## src/rtl/sfp_cycle_scheduler.sv

```systemverilog
// SFP master exchange scheduler: periodic Tx start, Rx timeout with bounded retry, link fault and overrun tracking.
// Optional macro SFP_SCHED_LATENCY_EN adds o_last_latency (START-to-DONE cycle count of the last exchange).
module sfp_cycle_scheduler #(
  parameter int C_PERIOD_CNT  = 20000,
  parameter int C_TIMEOUT_CNT = 2000,
  parameter int C_MAX_RETRY   = 2
) (
  input  logic        i_clk,
  input  logic        i_rst,
  input  logic        i_sfp_m_en,
  input  logic        i_aurora_rx_end_flag,
  input  logic        i_fault_clr,
  output logic        o_aurora_tx_start_flag,
  output logic        o_axi_data_valid,
  output logic        o_link_fault,
  output logic        o_overrun,
  output logic [31:0] o_cycle_cnt,
  output logic [15:0] o_timeout_cnt,
  output logic [2:0]  o_state
`ifdef SFP_SCHED_LATENCY_EN
  ,
  output logic [15:0] o_last_latency
`endif
);

  localparam int PW = $clog2(C_PERIOD_CNT);
  localparam int TW = $clog2(C_TIMEOUT_CNT);
  localparam int RW = $clog2(C_MAX_RETRY + 2);

  typedef enum logic [2:0] {
    IDLE      = 3'd0,
    WAIT_TICK = 3'd1,
    START     = 3'd2,
    WAIT_RX   = 3'd3,
    DONE      = 3'd4,
    FAULT     = 3'd5
  } state_t;

  state_t        state, state_nxt;
  logic [PW-1:0] period_cnt;
  logic [TW-1:0] to_cnt;
  logic [RW-1:0] retry_cnt;
  logic          rx_q;
  logic          tick;
  logic          rx_edge;
  logic          timeout;
  logic          busy;
  logic          retry_ok;

  assign tick     = i_sfp_m_en && (period_cnt == PW'(C_PERIOD_CNT - 1));
  assign rx_edge  = i_aurora_rx_end_flag && !rx_q;
  // An rx edge on the timeout cycle wins, so the timeout is suppressed outright.
  assign timeout  = i_sfp_m_en && (state == WAIT_RX) &&
                    (to_cnt == TW'(C_TIMEOUT_CNT - 1)) && !rx_edge;
  assign busy     = (state == START) || (state == WAIT_RX) ||
                    (state == DONE) || (state == FAULT);
  assign retry_ok = retry_cnt < RW'(C_MAX_RETRY);

  assign o_aurora_tx_start_flag = i_sfp_m_en && (state == START);
  assign o_axi_data_valid       = i_sfp_m_en && (state == DONE);
  assign o_link_fault           = (state == FAULT);
  assign o_state                = state;

  always_ff @(posedge i_clk or negedge i_rst) begin
    if (!i_rst) state <= IDLE;
    else        state <= state_nxt;
  end

  always_comb begin
    state_nxt = state;
    if (!i_sfp_m_en) begin
      state_nxt = IDLE;
    end else begin
      case (state)
        IDLE:      state_nxt = WAIT_TICK;
        WAIT_TICK: if (tick) state_nxt = START;
        START:     state_nxt = WAIT_RX;
        WAIT_RX: begin
          if (rx_edge)      state_nxt = DONE;
          else if (timeout) state_nxt = retry_ok ? START : FAULT;
        end
        DONE:      state_nxt = WAIT_TICK;
        FAULT:     if (i_fault_clr) state_nxt = WAIT_TICK;
        default:   state_nxt = IDLE;
      endcase
    end
  end

  always_ff @(posedge i_clk or negedge i_rst) begin
    if (!i_rst) begin
      period_cnt    <= '0;
      to_cnt        <= '0;
      retry_cnt     <= '0;
      rx_q          <= 1'b0;
      o_overrun     <= 1'b0;
      o_cycle_cnt   <= '0;
      o_timeout_cnt <= '0;
    end else begin
      rx_q <= i_aurora_rx_end_flag;

      if (!i_sfp_m_en || tick) period_cnt <= '0;
      else                     period_cnt <= period_cnt + 1'b1;

      if (!i_sfp_m_en || state == START) to_cnt <= '0;
      else if (state == WAIT_RX)         to_cnt <= to_cnt + 1'b1;

      if (!i_sfp_m_en || (state == WAIT_TICK && tick)) retry_cnt <= '0;
      else if (timeout && retry_ok)                    retry_cnt <= retry_cnt + 1'b1;

      if (i_fault_clr)       o_overrun <= 1'b0;
      else if (tick && busy) o_overrun <= 1'b1;

      if (i_sfp_m_en && state == DONE) o_cycle_cnt <= o_cycle_cnt + 1'b1;

      if (timeout && o_timeout_cnt != 16'hFFFF) o_timeout_cnt <= o_timeout_cnt + 1'b1;
    end
  end

`ifdef SFP_SCHED_LATENCY_EN
  logic [15:0] lat_cnt;

  // START counts as the first cycle, so DONE sees the full START-to-DONE span.
  always_ff @(posedge i_clk or negedge i_rst) begin
    if (!i_rst) begin
      lat_cnt        <= '0;
      o_last_latency <= '0;
    end else begin
      if (i_sfp_m_en && state == START)                lat_cnt <= 16'd1;
      else if (state == WAIT_RX && lat_cnt != 16'hFFFF) lat_cnt <= lat_cnt + 1'b1;

      if (i_sfp_m_en && state == DONE) o_last_latency <= lat_cnt;
    end
  end
`endif

endmodule

```

## config.mk

```make
export PLATFORM = sky130hd
export DESIGN_NAME = sfp_cycle_scheduler
export DESIGN_NICKNAME = d
export VERILOG_FILES = /design/src/rtl/sfp_cycle_scheduler.sv
export SDC_FILE = /design/constraint.sdc
export NUM_CORES = 1
export LEC_CHECK = 0
export ABC_AREA = 1
export BUFFER_PORTS_ARGS = -buffer_cell sky130_fd_sc_hd__buf_2
export CAP_MARGIN = 10
export CORE_UTILIZATION = 38
export CTS_CLUSTER_DIAMETER = 30
export DETAILED_ROUTE_END_ITERATION = 10
export GPL_ROUTABILITY_DRIVEN = 0
export GPL_TIMING_DRIVEN = 1
export PLACE_DENSITY = 0.56
export SYNTH_ARGS = -nofsm -noshare
export SYNTH_HDL_FRONTEND = slang
export SYNTH_SLANG_ARGS = --single-unit
```

## constraint.sdc

```tcl
create_clock -name i_clk -period 4.25 [get_ports i_clk]
set_clock_uncertainty 0.15 [all_clocks]
set_input_delay 0.6375 -clock i_clk [delete_from_list [all_inputs] [get_ports i_clk]]
set_output_delay 0.6375 -clock i_clk [all_outputs]
set_load 0.005 [all_outputs]
```

Word-level counts from Yosys, hierarchy flattened
Index checks and enable logic that the tools add are counted.
{"block": "totals", "word_cells": 65, "input_bits": 5, "output_inout_bits": 55, "reg_bits": 81}
{"block": "classes", "add_sub_neg": 5, "n_reduce_logical": 26, "n_mux": 14, "n_lt_le_gt_ge": 1, "n_eq_ne": 11}
{"operator": "$add 32x1->32 const B", "count": 1}
{"operator": "$mux 11", "count": 2}
{"operator": "$mux 3", "count": 6}
{"operator": "$add 16x1->16 const B", "count": 1}
{"operator": "$ne 16x16->1 const B", "count": 1}
{"operator": "$add 15x1->15 const B", "count": 1}
{"operator": "$eq 15x15->1 const B", "count": 1}
{"operator": "$mux 15", "count": 1}
{"operator": "$pmux 3 s5", "count": 1}
{"operator": "$add 11x1->11 const B", "count": 1}
{"operator": "$eq 11x11->1 const B", "count": 1}
{"operator": "$logic_and 1x1->1", "count": 11}
{"operator": "$eq 3x2->1 const B", "count": 2}
{"operator": "$eq 3x3->1 const B", "count": 2}
{"operator": "$logic_or 1x1->1", "count": 6}
{"operator": "$ne 3x3->1 const B", "count": 2}
{"operator": "$reduce_bool 2->1", "count": 3}
{"operator": "$mux 2", "count": 2}
{"operator": "$ne 4x4->1 const B", "count": 1}
{"operator": "$eq 3x1->1 const B", "count": 1}
{"operator": "$logic_not 1->1", "count": 3}
{"operator": "$logic_not 3->1", "count": 1}
{"operator": "$reduce_and 3->1", "count": 1}
{"operator": "$add 2x1->2 const B", "count": 1}
{"operator": "3 further kinds", "count": 4}

Depth between registers and ports, before layout
Gate-level depths: netlist (run 1).
{"block": "logic_depth", "word_depth": 8, "mapped_depth": 11, "depth_no_buf": 10}

Worst setup path after synthesis (run 1)
No wires, ideal clock.
{"block": "synth_path", "kind": "input port to output port", "from": "input i_sfp_m_en", "to": "output o_axi_data_valid", "t_required_ns": 3.462, "arrival_time_ns": 1.023, "path_slack_ns": 2.439, "path_stages": 3, "n_path_buf": 1, "cell_sequence": "nand2_1 nor2_4 buf_4"}
{"block": "synth_via", "elab_chain_len": 1}
{"element": "from (decl)", "line": "10", "source": "input logic i_sfp_m_en,"}
{"element": "$logic_and 1x1->1", "line": "60", "source": "assign o_axi_data_valid = i_sfp_m_en && (state == DONE);"}
{"element": "to (decl)", "line": "14", "source": "output logic o_axi_data_valid,"}
Every way passes these cells.

Worst setup path after layout (run 1)
{"block": "layout_path", "from": "register state[1] (netlist: o_state[1])", "to": "output o_axi_data_valid"}
{"block": "layout_via", "elab_chain_len": 2}
{"element": "from (decl)", "line": "39", "source": "state_t state, state_nxt;"}
{"element": "from (signal assigned)", "line": "66", "source": "else state <= state_nxt;"}
{"element": "$eq 3x3->1", "line": "60"}
{"element": "$logic_and 1x1->1", "line": "60"}
Every way passes these cells.

==> results.toml, run 1 <==
[outcome]
status = "finished clean"

[floorplan]
die-width_um = 113
io_pins = 60
initial_utilization_pct = 38.8
rows = 40
core_area_um2 = 12000
die_h_um = 113
die_area_um2 = 12700

[synthesis]
synth_largest_area_cell = "dfrtp_1"
syn_nets = 652
netlist_instances = 643
ys_types = 29
avgSynthCellArea_um2 = 7.23
synth_top_area_share_pct = 43.6
synth-seq-cells = 81
synthesis.area_um2 = 4650
yosys-top-cells-area = "dfrtp_1, nand2_1, nor2_1, inv_1, nand3_1"
synth_seq_area_share_pct = 43.6
synth_warnings = 0

[clocking]
cts.path.max_buffers = 2
ctsHoldBuffers = 0
post_cts.repair.setup_buffers = 0
clk_pin_slew_ps = 60
post_cts_resized = 0
cts_buffers = 9
cts_tree = "yes"
cts_sinks = 81
h-tree-depth = 3
cts-root-buf = "clkbuf_16"
clock_latency_ps = 340

[pwr]
ir_worst_vdd_v = 0.000201
p_leak_nw = 2.62
comb_power_share_pct = 9.0
swShare_pct = 25.1
pwr-share-clk_pct = 44.5
internal_power_w = 0.00132
p_total_w = 0.00176
seqPwrFrac_pct = 46.5
powerDensity_nw_per_um2 = 328
power_switching_w = 0.000444

[worst_hold_path]
hp-class = "in2reg"

[cells_and_area]
register_area_um2 = 2030
syn2layout_area_growth_pct = 15.9
final_cell_mix = "nand2_1, nor2_1, dfrtp_1"
final_nets = 717
design_area_um2 = 5390
n_fill_cell = 1204
final_util_pct = 45.0
final_common_cell = "nand2_1"
diodes = 0
drive_above_1_share_pct = 12.9
multi_input_area_um2 = 2310

[job]
drv_cap = 0

[placement]
io_buffers = 59
place_area_um2 = 5090
dp_hpwl_um = 7820

[timing]
fmax_ghz = 0.417
fin_crit_sh_pct = 56.4
min_period_ps = 2400
finalSetupTns_ps = 0
hold_viol_final = 0
worst_pin_slew_ps = 1060
drv_slew = 0
rsz0062_at_grt = "false"
finalSetupViolations = 0
relSlewSlack_pct = 29.4

[route]
drt-total-wl_um = 10700
first_iter_violations = 275
drtPass1Iterations = 5
antenna_left = 0
vias = 4194
drc = 0
via_per_inst = 4.88
wl_per_cell_um = 12.5

[grt]
grt_overflow = 0
grt_pass1_wl_um = 18600
grt_pass1_vias = 3892
grt_usage_pct = 18.3
grt_max_degree = 82
antenna_found_initial = 0

[worst_setup_path]
critPathLaunchType = "flop"
reg2reg_setup_slack_ps = 2210
crit_path_end_kind = "output port"
cp_data_required_time_ps = 3460
arrival_ps = 1610
path_max_fanout = 16
path_class = "reg2out"
final timing paths:
path,start,end,cells after the start
setup / recovery,o_state[1],o_axi_data_valid,4
hold reg to reg,period_cnt[0],period_cnt[0],1
setup reg to reg,o_state[1],o_cycle_cnt[26],8
min in group asynchronous,i_rst,to_cnt[8],1
max in group asynchronous,i_rst,o_cycle_cnt[29],1
hold / removal,i_aurora_rx_end_flag,rx_q,1
area by class of cell:
type                            instances  share of cell area, %
Multi-Input combinational cell        485                   42.8
Clock buffer                           12                   4.76
Sequential cell                        81                   37.6
Clock inverter                          3                  0.743
Timing Repair Buffer                   59                   5.53
Inverter                               72                   5.07
Tap cell                              147                   3.42
critical path, stage by stage (launching register included):
cell	delay [ps]
dfrtp_1	450
inv_1	100
nand2_1	130
nor2_4	400
buf_2	190
synth_stat cells:
master and instances:
nor2_1 105, xnor2_1 15, inv_2 2, buf_2 2, inv_4 1, nand2_1 209
o21ai_0 12, nor2_4 4, nor3b_1 4, nand2_2 3, nand2_4 1, nand3_2 4
o21a_1 1, nor2_2 4, nand3b_1 5, a21oi_1 11, nand3_1 43, a22o_1 1
buf_6 2, dfrtp_1 81, a31oi_1 1, xor2_1 18, buf_4 1, inv_1 69
nand4_1 21, nor3_1 17, and2_1 1, and3_1 1, ha_1 4
power groups by stage:
stage | sequential [W] | clock [W] | combinational, W
2_1_floorplan | 0.000830 | 0 | 0.0000993
3_3_place_gp | 0.000833 | 0 | 0.000158
5_1_grt | 0.000823 | 0.000839 | 0.000182
4_1_cts | 0.000819 | 0.000807 | 0.000162
3_5_place_dp | 0.000833 | 0 | 0.000161
6_report | 0.000821 | 0.000785 | 0.000159
flip-flops by register name (all words and copies together), names as in the netlist:
name and cells:
o_cycle_cnt 32, o_overrun 1, o_state 3, o_timeout_cnt 16, period_cnt 15, retry_cnt 2, rx_q 1, to_cnt 11
cells by family (layout without fill, tap and decap cells):
logic type | Yosys count | count (layout) | share of synthesized area (%)
and+or+nand+nor | 422 | 422 | 39.4
xor gates and xnor gates | 33 | 33 | 6.22
buffers and inverters | 77 | 146 | 6.73
AOI/OAI and AO/OA | 26 | 26 | 2.96
adders and majority gates | 4 | 4 | 1.08
DFF | 81 | 81 | 43.6
per-stage QoR:
step / instances / hold WS [ps] / setup slack [ps]
global placement: 844 / 299 / 1910
CTS: 859 / 257 / 1840
global route: 859 / 254 / 1740
detailed placement: 844 / 312 / 1910
finish: 859 / 271 / 1850
floorplan: 643 / 192 / 2440
metal layers:
metal | share of wire (%) | global-route usage (%) | wire [um] | vias up
li1 | - | - | - | 2155
met5 | 0 | 0 | 0 | -
met1 | 49 | 24.7 | 5240 | 1945
met4 | 1.4 | 6.31 | 145 | 0
met2 | 45 | 28.5 | 4880 | 82
met3 | 4.3 | 4.70 | 466 | 12
Power figures use the tool's default switching activity.
==> run 2: changes to the inputs <==
Settings changed: PLACE_DENSITY 0.56 to 0.58.
Clock period 4.25 ns to 2 ns, I/O delays scaled along.
==> run 2 against run 1 <==
Core utilization rose by 1.6 points. Sequential share of layout area is 1.2 points lower. Critical path type unchanged. First-iteration DRC count fell by 19%. Worst setup slack got worse by 1800 ps. Total power rose by 120%. Die area stayed put. Critical path depth increased by 1. Cell area increased by 3.5%. Global-route usage rose by 0.21 points. Sequential cell count unchanged.
==> results.toml, run 2 (synthesis gave the netlist of run 1 again) <==
[outcome]
status = "finished clean"

[grt]
use_met3_pct = 3.46
grt_usage_pct = 18.5
antenna_found_initial = 0
met2_usage_pct = 30.1
grt_pass1_vias = 4038
grt_overflow = 0
busiest_layer = "met2"
grt_max_degree = 32
met1_usage_pct = 23.8
grt_pass1_wl_um = 18700

[floorplan]
rows = 40
core_area_um2 = 12000
die_area_um2 = 12700
die_h_um = 113
initial_utilization_pct = 38.8
die-width_um = 113
io_pins = 60

[timing]
worst_pin_slew_ps = 442
min_period_ps = 1920
finalSetupTns_ps = 0
rsz0062_at_grt = "false"
finalSetupViolations = 0
hold_viol_final = 0
fmax_ghz = 0.522
fin_crit_sh_pct = 95.8
relSlewSlack_pct = 70.3
drv_slew = 0

[route]
via_per_inst = 4.84
drc = 0
drtPass1Iterations = 4
first_iter_violations = 222
wl_per_cell_um = 12.8
antenna_left = 0
drt-total-wl_um = 11200
vias = 4242

[cells_and_area]
syn2layout_area_growth_pct = 19.9
final_common_cell = "nand2_1"
regMostFlops = "o_cycle_cnt"
final_util_pct = 46.6
drive_above_1_share_pct = 15.2
final_nets = 734
top_regs = "o_cycle_cnt x32, o_timeout_cnt x16, period_cnt x15"
final_cell_mix = "nand2_1, nor2_1, dfrtp_1"
n_fill_cell = 1173
final_cells = 877
largest_reg_flops = 32
diodes = 0

[clocking]
clock_latency_ps = 340
clk_pin_slew_ps = 60
cts.path.max_buffers = 2
h-tree-depth = 3
cts_buffers = 9
cts_sinks = 81
cts-root-buf = "clkbuf_16"
cts_tree = "yes"

[worst_setup_path]
critical_path.max_stage_delay_ps = 440
crit_slowest_cell = "dfrtp_2"
path_max_fanout = 11
cp_data_required_time_ps = 1550
path_class = "reg2out"
arrival_ps = 1470
crit_path_end_kind = "output port"
worstPathCellList = "inv_2 -> nand2_1 -> nor2_4 -> buf_6 -> buf_2"
critPathLaunchType = "flop"

[pwr]
powerDensity_nw_per_um2 = 684
ir_worst_vdd_v = 0.000409
p_leak_nw = 2.71

[placement]
dp_hpwl_um = 8300
io_buffers = 59
placed_cells = 852

[job]
drv_cap = 0

[worst_hold_path]
hp-class = "in2reg"
[run 2: area by class of cell]
cell class                      instances  area, um^2  share of cell area (%)
Clock buffer                           14         274                    4.92
Clock inverter                          2        35.0                   0.629
Inverter                               72         273                    4.89
Multi-Input combinational cell        485        2320                    41.6
Timing Repair Buffer                   76         462                    8.28
Tap cell                              147         184                    3.30
Sequential cell                        81        2030                    36.4
[run 2: routing by layer]
| metal | vias up | wire (um) |
|---|---|---|
| met4 | 0 | 218 |
| met2 | 91 | 5150 |
| met1 | 1937 | 5420 |
| met3 | 16 | 434 |
| li1 | 2198 | - |
| met5 | - | 0 |
[run 2: through the flow]
step	total power [W]	hold slack [ps]	worst slack [ps]	area [um^2]
after floorplan	0.00197	-146	308	4650
after global placement	0.00212	102	209	5170
after detailed placement	0.00213	104	134	5170
after CTS	0.00386	256	28.7	5520
after global routing	0.00399	286	11.1	5570
final	0.00381	270	84.0	5570
[run 2: final timing paths]
kind	slack, ps	start	endpoint	cells past startpoint
min in group asynchronous	280	i_rst	to_cnt[8]	2
max in group asynchronous	910	i_rst	o_cycle_cnt[10]	3
worst max-delay path	80	o_state[0]	o_axi_data_valid	5
worst min-delay path	270	i_sfp_m_en	period_cnt[13]	4
worst max register to register	150	o_state[0]	o_cycle_cnt[26]	9
worst min register to register	320	period_cnt[0]	period_cnt[0]	1
[run 2: power breakdown]
| group | leakage [nW] | internal, W | total (W) | switching (W) |
|---|---|---|---|---|
| clock network | 0.153 | 0.00107 | 0.00171 | 0.000638 |
| logic | 1.45 | 0.000118 | 0.000359 | 0.000241 |
| registers | 1.11 | 0.00168 | 0.00175 | 0.0000622 |
[run 2: timing repair]
action | CTS | global route
pin swaps | 1 | 1
gates resized for setup | 0 | 6
buffers inserted | 1 | 5
hold buffers | 3 | 0
setup endpoints to repair | 1 | 17
endpoints found under the hold margin | 25 | 0
[run 2: worst max-delay path, delay by kind of cell (launching register included)]
kind          cells  cell delay [ps]
buf+inv           3              410
flops             1              440
simple gates      2              270
==> run 3: changes to the inputs <==
Settings changed: CORE_UTILIZATION 38 to 43, PLACE_DENSITY 0.58 to 0.65.
==> run 3 against run 2 <==
Final cell count fell by 1.6%. Global-route usage is 2.0 points higher. Combinational power is 7.2% higher. Maximum frequency grew 1.9%. Die area decreased by 11%. Sequential cell count stayed put. Core utilization grew 5.4 points. Critical endpoint unchanged.
==> results.toml, run 3 (synthesis gave the netlist of run 1 again) <==
[cells_and_area]
regMostFlops = "o_cycle_cnt"
final_cells = 863
top_regs = "o_cycle_cnt x32, o_timeout_cnt x16, period_cnt x15"
final_common_cell = "nand2_1"
diodes = 0
largest_reg_flops = 32
syn2layout_area_growth_pct = 16.6
final_cell_mix = "nand2_1, nor2_1, dfrtp_1"
final_nets = 731
drive_above_1_share_pct = 14.7

[route]
top_layer = "met4"
wl_per_cell_um = 12.6
wl_met1_um = 5330
antenna_left = 0
vias = 4311
drtPass1Iterations = 4
routed-wl-met2_um = 4990
drt-total-wl_um = 10800
drc = 0
first_iter_violations = 285
via_per_inst = 5.00
dr_wl_met3_um = 374

[placement]
place_ws_ps = 163
io_buffers = 59
dp_hpwl_um = 7970
placed_cells = 839

[job]
drv_cap = 0

[worst_setup_path]
critPathLaunchType = "flop"
path_max_fanout = 11
arrival_ps = 1430
r2r-start = "o_state[0]"
cp_data_required_time_ps = 1550
path_class = "reg2out"
crit_path_end_kind = "output port"
crit_start = "o_state[0]"

[timing]
min_period_ps = 1880
worst_pin_slew_ps = 460
finalSetupTns_ps = 0
relSlewSlack_pct = 69.4
rsz0062_at_grt = "false"
fmax_ghz = 0.532
finalWorstSetupSlack_ps = 120
hold_viol_final = 0
fin_crit_sh_pct = 94.0
drv_slew = 0
finalSetupViolations = 0

[worst_hold_path]
worstHoldStart = "i_sfp_m_en"
hp-class = "in2reg"

[clocking]
cts_buffers = 9
cts.path.max_buffers = 2
clk_pin_slew_ps = 90
cts_tree = "yes"
cts-root-buf = "clkbuf_8"
clock_latency_ps = 350
h-tree-depth = 3
cts_sinks = 81

[pwr]
power_switching_w = 0.000911
powerDensity_nw_per_um2 = 609
internal_power_w = 0.00239
comb_power_share_pct = 11.7
p_leak_nw = 2.64
pwr-share-clk_pct = 35.6
seqPwrFrac_pct = 52.7
ir_worst_vdd_v = 0.000457
swShare_pct = 27.6

[floorplan]
rows = 37
initial_utilization_pct = 44.6
die_h_um = 106
io_pins = 60
die-width_um = 106
die_area_um2 = 11200
core_area_um2 = 10400

[grt]
grt_pass1_wl_um = 18700
grt_overflow = 0
antenna_found_initial = 0
grt_max_degree = 82
grt_pass1_vias = 4119
grt_usage_pct = 20.5

[outcome]
status = "finished clean"
-- run 3: repair_timing --
item	CTS	global route
cloned	0	0
pin swaps	1	1
gates resized for setup	1	6
endpoints found under the setup margin	1	10
buffers inserted	1	4
hold buffers	3	0
endpoints found under the hold margin	83	0
-- run 3: power groups by stage --
| stage | Clock (W) | Combinational (W) | Sequential [W] |
|---|---|---|---|
| after floorplan | 0 | 0.000211 | 0.00176 |
| after global placement | 0 | 0.000348 | 0.00176 |
| after detailed placement | 0 | 0.000358 | 0.00177 |
| after CTS | 0.00123 | 0.000366 | 0.00174 |
| after global routing | 0.00128 | 0.000438 | 0.00175 |
| final | 0.00118 | 0.000385 | 0.00174 |
-- run 3: path summary, 6_finish.rpt --
path	to	slack [ps]	cells past startpoint
max	o_axi_data_valid	120	5
min	o_state[0]	210	3
max reg2reg	o_cycle_cnt[30]	200	9
min reg2reg	period_cnt[0]	320	1
max in group asynchronous	o_cycle_cnt[14]	980	3
min in group asynchronous	to_cnt[8]	340	3
-- run 3: metal layers --
layer	up-vias	global-route usage, %
li1	2186	-
met1	2037	27.8
met2	72	32.7
met3	16	4.23
met4	0	6.45
met5	-	0
-- run 3: area by class of cell --
cell class	instances	area (um^2)
fillers	1055	5000
multi-input cells	485	2320
flip-flops and latches	81	2030
repair buffers	73	439
inverters	72	273
well taps	136	170
clock buffers	12	135
clock inverters	4	53.8
-- run 3: critical path, cell delays in order, from the launching register on --
cell	delay, ps
dfrtp_2	440
inv_2	110
nand2_1	100
nor2_4	150
buf_6	160
buf_2	120
-- run 3: stage by stage --
stage	hold slack, ps	utilization [%]	cell area [um^2]	power [W]
after floorplan	-146	-	4650	0.00197
after global placement	219	49.3	5130	0.00211
after detailed placement	219	49.3	5130	0.00213
after CTS	192	51.5	5360	0.00334
after global routing	217	52.0	5420	0.00346
final	213	52.0	5420	0.00330
